`src/rtl/mybusmatrix5x7_in_stage.sv`:
```
// rtl/mybusmatrix5x7_in_stage.sv - per-master input stage of the 5x7 bus matrix
// Holds an ungranted address phase and replays it until accepted, then tracks its data phase.
module mybusmatrix5x7_in_stage #(
  parameter int ADDR_WIDTH = 32
) (
  input  logic                  HCLK,
  input  logic                  HRESET,
  input  logic                  HSELS,
  input  logic [ADDR_WIDTH-1:0] HADDRS,
  input  logic [1:0]            HTRANSS,
  input  logic                  HWRITES,
  input  logic [2:0]            HSIZES,
  input  logic [2:0]            HBURSTS,
  input  logic [3:0]            HPROTS,
  input  logic                  HMASTLOCKS,
  input  logic                  HREADYS,
  input  logic                  accept,
  input  logic                  readyout_dp,
  input  logic                  resp_dp,
  output logic                  HREADYOUTS,
  output logic                  HRESPS,
  output logic                  sel_out,
  output logic [ADDR_WIDTH-1:0] addr_out,
  output logic [1:0]            trans_out,
  output logic                  write_out,
  output logic [2:0]            size_out,
  output logic [2:0]            burst_out,
  output logic [3:0]            prot_out,
  output logic                  lock_out,
  output logic                  ready_out
);

  logic                  pend;
  logic                  dp_active;
  logic [ADDR_WIDTH-1:0] hold_addr;
  logic [1:0]            hold_trans;
  logic                  hold_write;
  logic [2:0]            hold_size;
  logic [2:0]            hold_burst;
  logic [3:0]            hold_prot;
  logic                  hold_lock;

  logic new_req;
  logic granted;

  assign new_req = HSELS & HREADYS & HTRANSS[1];
  assign granted = pend ? accept : (new_req & accept);

  always_ff @(posedge HCLK) begin
    if (HRESET) begin
      pend       <= 1'b0;
      dp_active  <= 1'b0;
      hold_addr  <= '0;
      hold_trans <= '0;
      hold_write <= 1'b0;
      hold_size  <= '0;
      hold_burst <= '0;
      hold_prot  <= '0;
      hold_lock  <= 1'b0;
    end else begin
      if (pend) begin
        if (accept) pend <= 1'b0;
      end else if (new_req && !accept) begin
        pend       <= 1'b1;
        hold_addr  <= HADDRS;
        hold_trans <= HTRANSS;
        hold_write <= HWRITES;
        hold_size  <= HSIZES;
        hold_burst <= HBURSTS;
        hold_prot  <= HPROTS;
        hold_lock  <= HMASTLOCKS;
      end
      // A transfer accepted this cycle keeps the data phase busy even if the previous one ends.
      if (granted) begin
        dp_active <= 1'b1;
      end else if (dp_active && readyout_dp) begin
        dp_active <= 1'b0;
      end
    end
  end

  always_comb begin
    sel_out   = HSELS & HTRANSS[1];
    ready_out = HREADYS;
    addr_out  = HADDRS;
    trans_out = HTRANSS;
    write_out = HWRITES;
    size_out  = HSIZES;
    burst_out = HBURSTS;
    prot_out  = HPROTS;
    lock_out  = HMASTLOCKS;
    if (pend) begin
      sel_out   = 1'b1;
      ready_out = 1'b1;
      addr_out  = hold_addr;
      trans_out = 2'b10;
      write_out = hold_write;
      size_out  = hold_size;
      // Replay may start mid-burst, so fixed-length bursts degrade to INCR.
      burst_out = (|hold_burst[2:1]) ? 3'b001 : hold_burst;
      prot_out  = hold_prot;
      lock_out  = hold_lock;
    end
  end

  assign HREADYOUTS = pend ? 1'b0 : (dp_active ? readyout_dp : 1'b1);
  assign HRESPS     = (dp_active & ~pend) ? resp_dp : 1'b0;

endmodule
```
`config.mk`:
```
export PLATFORM = sky130hd
export DESIGN_NAME = mybusmatrix5x7_in_stage
export DESIGN_NICKNAME = d
export VERILOG_FILES = /design/src/rtl/mybusmatrix5x7_in_stage.sv
export SDC_FILE = /design/constraint.sdc
export NUM_CORES = 1
export LEC_CHECK = 0
export BUFFER_PORTS_ARGS = -buffer_cell sky130_fd_sc_hd__buf_2
export CORE_MARGIN = 2
export CORE_UTILIZATION = 53
export DETAILED_ROUTE_END_ITERATION = 7
export PLACE_DENSITY = 0.95
export SLEW_MARGIN = 0
export SYNTH_ARGS = -nofsm -noshare
export SYNTH_HDL_FRONTEND = slang
export SYNTH_SLANG_ARGS = --single-unit
```
`constraint.sdc`:
```
create_clock -name HCLK -period 3.3 [get_ports HCLK]
set_input_delay 0.33 -clock HCLK [delete_from_list [all_inputs] [get_ports HCLK]]
set_output_delay 0.33 -clock HCLK [all_outputs]
set_load 0.05 [all_outputs]
```
==> flow_summary.ini <==
[cells_and_area]
syn2layout_area_growth_pct = 20.7
layout_common_cells = buf_2, nand2b_1, dfxtp_1
fin_nets = 400
multi_input_area_um2 = 1580
final_cell_area_um2 = 3210
final_common_cell = buf_2
nFillCells = 404
drive_gt1_frac = 0.452
antenna_cells = 0
fin_util = 0.671
seqCellArea_um2 = 922

[clocking]
path_clk_slew_ns = 0.07
cts-resized-gates = 0
postCtsSetupBuffers = 0
clock_latency_ns = 0.28
cts_buffer_depth = 2
cts_sinks = 46
h-tree-depth = 2
cts_tree = done
hold_buffers = 0
root_buffer = clkbuf_8
cts_buffers = 5

[sta]
max_slew_margin = 0.223
worst_slew_pin_slew_ns = 1.17
finalHoldViolCount = 0
slew_violations = 0
max_freq_mhz = 421
final.setup.tns_ns = 0
finalSetupViolCount = 0
period_share = 0.720
timing.final.ws_setup_ns = 0.923
skew_ns = 0.00471
rsz0062_at_grt = no
post-route-min-period_ns = 2.38

[run_status]
status = finished clean

[routing]
wl_um = 4830
drtAntennaViolNets = 0
drt_iter0_markers = 58
drcViolationCount = 0
wl_per_cell_um = 11.7
route.vias.total = 2023
dr.pass1.iters = 4
viasPerCell = 4.89

[global_route]
grt_overflow = 0
grt_usage = 0.172
antenna_found_initial = 0
grt_pass1_wl_um = 7710
grt_max_degree = 91
grt_pass1_vias = 1826

[synthesis]
synth-seq-cells = 46
ys.flop_type = dfxtp_1
syn_area_um2 = 2660
async_reset_ff_frac = 0
avgSynthCellArea_um2 = 10.3
synth_edf_count = 0
seq_area_frac_synth = 0.346
synth.distinct_cells = 19
synthesis.nets = 311
synthCells = 258
yosys_warnings = 0

[setup_path]
r2r-start = pend
worst_ep_required_time_ns = 2.97
critPathLaunchType = register
end_kind = output port
reg2reg_depth = 3
critPathKind = register to output port
reg2reg_slack_ns = 1.36
crit_fanout = 53
crit_arrival_ns = 2.05
r2r_end = hold_addr[1]

[job]
maxCapViolCount = 0

[pwr]
seq_power_share = 0.444
p_sw_mw = 0.382
clkPwrFrac = 0.318
comb_power_share = 0.238
ir_drop_v = 0.000246
leakage_nw = 1.30
switching_share = 0.294
power_mw = 1.30
p_per_area_nw_per_um2 = 405
internal-power_mw = 0.919

[placed_design]
dp_hpwl_um = 3400
placed_area_um2 = 3100
place_ws_ns = 1.22
place_congestion = 0.722
portBuffers = 102

[floorplanning]
initial_utilization = 0.556
core_area_um2 = 4790
dieArea_um2 = 5600
pin_count = 103
die_x_um = 74.8
rows = 25
die_h_um = 74.8

[worst_hold_path]
min_path_cells = 2
hp-class = input port to register
min_to = pend
worstHoldStart = accept
==> cells by family (layout without fill, tap and decap cells) <==
family,Yosys count,in the layout,share of synthesized area
and+or+nand+nor,102,102,0.243
muxes,85,85,0.339
DFF,46,46,0.346
buffers and inverters,21,110,0.0616
AOI/OAI and AO/OA,4,4,0.00988
==> cell usage after synthesis (2+ instances only) <==
master / n / area, um^2
nand2b_1: 88 / 551
dfxtp_1: 46 / 921
mux2i_1: 44 / 440
mux2_2: 41 / 462
clkbuf_1: 11 / 41.3
buf_12: 4 / 80.1
buf_2: 4 / 20.0
nor2b_1: 4 / 25.0
nor2_1: 3 / 11.3
a21oi_1: 2 / 10.0
buf_6: 2 / 22.5
or2_2: 2 / 12.5
==> power by group through the flow <==
stage | sequential (mW) | combinational (mW) | clock, mW
2_1_floorplan | 0.584 | 0.245 | 0
3_3_place_gp | 0.590 | 0.306 | 0
3_5_place_dp | 0.591 | 0.311 | 0
4_1_cts | 0.578 | 0.312 | 0.432
5_1_grt | 0.580 | 0.330 | 0.450
6_report | 0.578 | 0.310 | 0.414
==> final cells by class <==
| type | instances | share of cell area |
|---|---|---|
| multi-input combinational | 191 | 0.490 |
| tap | 67 | 0.0261 |
| timing repair buffer | 103 | 0.161 |
| sequential | 46 | 0.287 |
| clock buffer | 6 | 0.0257 |
| clock inverter | 1 | 0.00935 |
==> registers in the layout (all words and copies together) (netlist names) <==
register / flops
hold_prot: 4
hold_size: 3
pend: 1
hold_write: 1
dp_active: 1
hold_addr: 32
hold_lock: 1
hold_burst: 3
==> how the worst max path moves through the flow <==
stage / slack, ns / startpoint / cells after the start / end
floorplan: 1.47 / pend / 4 / burst_out[0]
global placement: 1.27 / pend / 2 / addr_out[15]
detailed placement: 1.22 / pend / 2 / addr_out[19]
CTS: 0.89 / pend / 2 / addr_out[19]
global route: 0.80 / pend / 2 / addr_out[15]
finish: 0.92 / pend / 2 / addr_out[15]
==> through the flow <==
| step | cells | hold WS, ns |
|---|---|---|
| 2_1_floorplan | 258 | 0.406 |
| 3_3_place_gp | 407 | 0.454 |
| 3_5_place_dp | 407 | 0.458 |
| 4_1_cts | 414 | 0.263 |
| 5_1_grt | 414 | 0.279 |
| 6_report | 414 | 0.278 |
==> worst max-delay path, stage by stage, from the launching register on <==
cell     delay, ns
dfxtp_2       1.11
mux2_2        0.42
buf_2         0.21
==> routing by layer <==
layer	track usage	routed length (um)
met2	0.308	2310
met1	0.213	2220
met3	0.0428	281
met5	0	0
met4	0.0298	19
No activity file was read; power rests on OpenSTA's default activity.
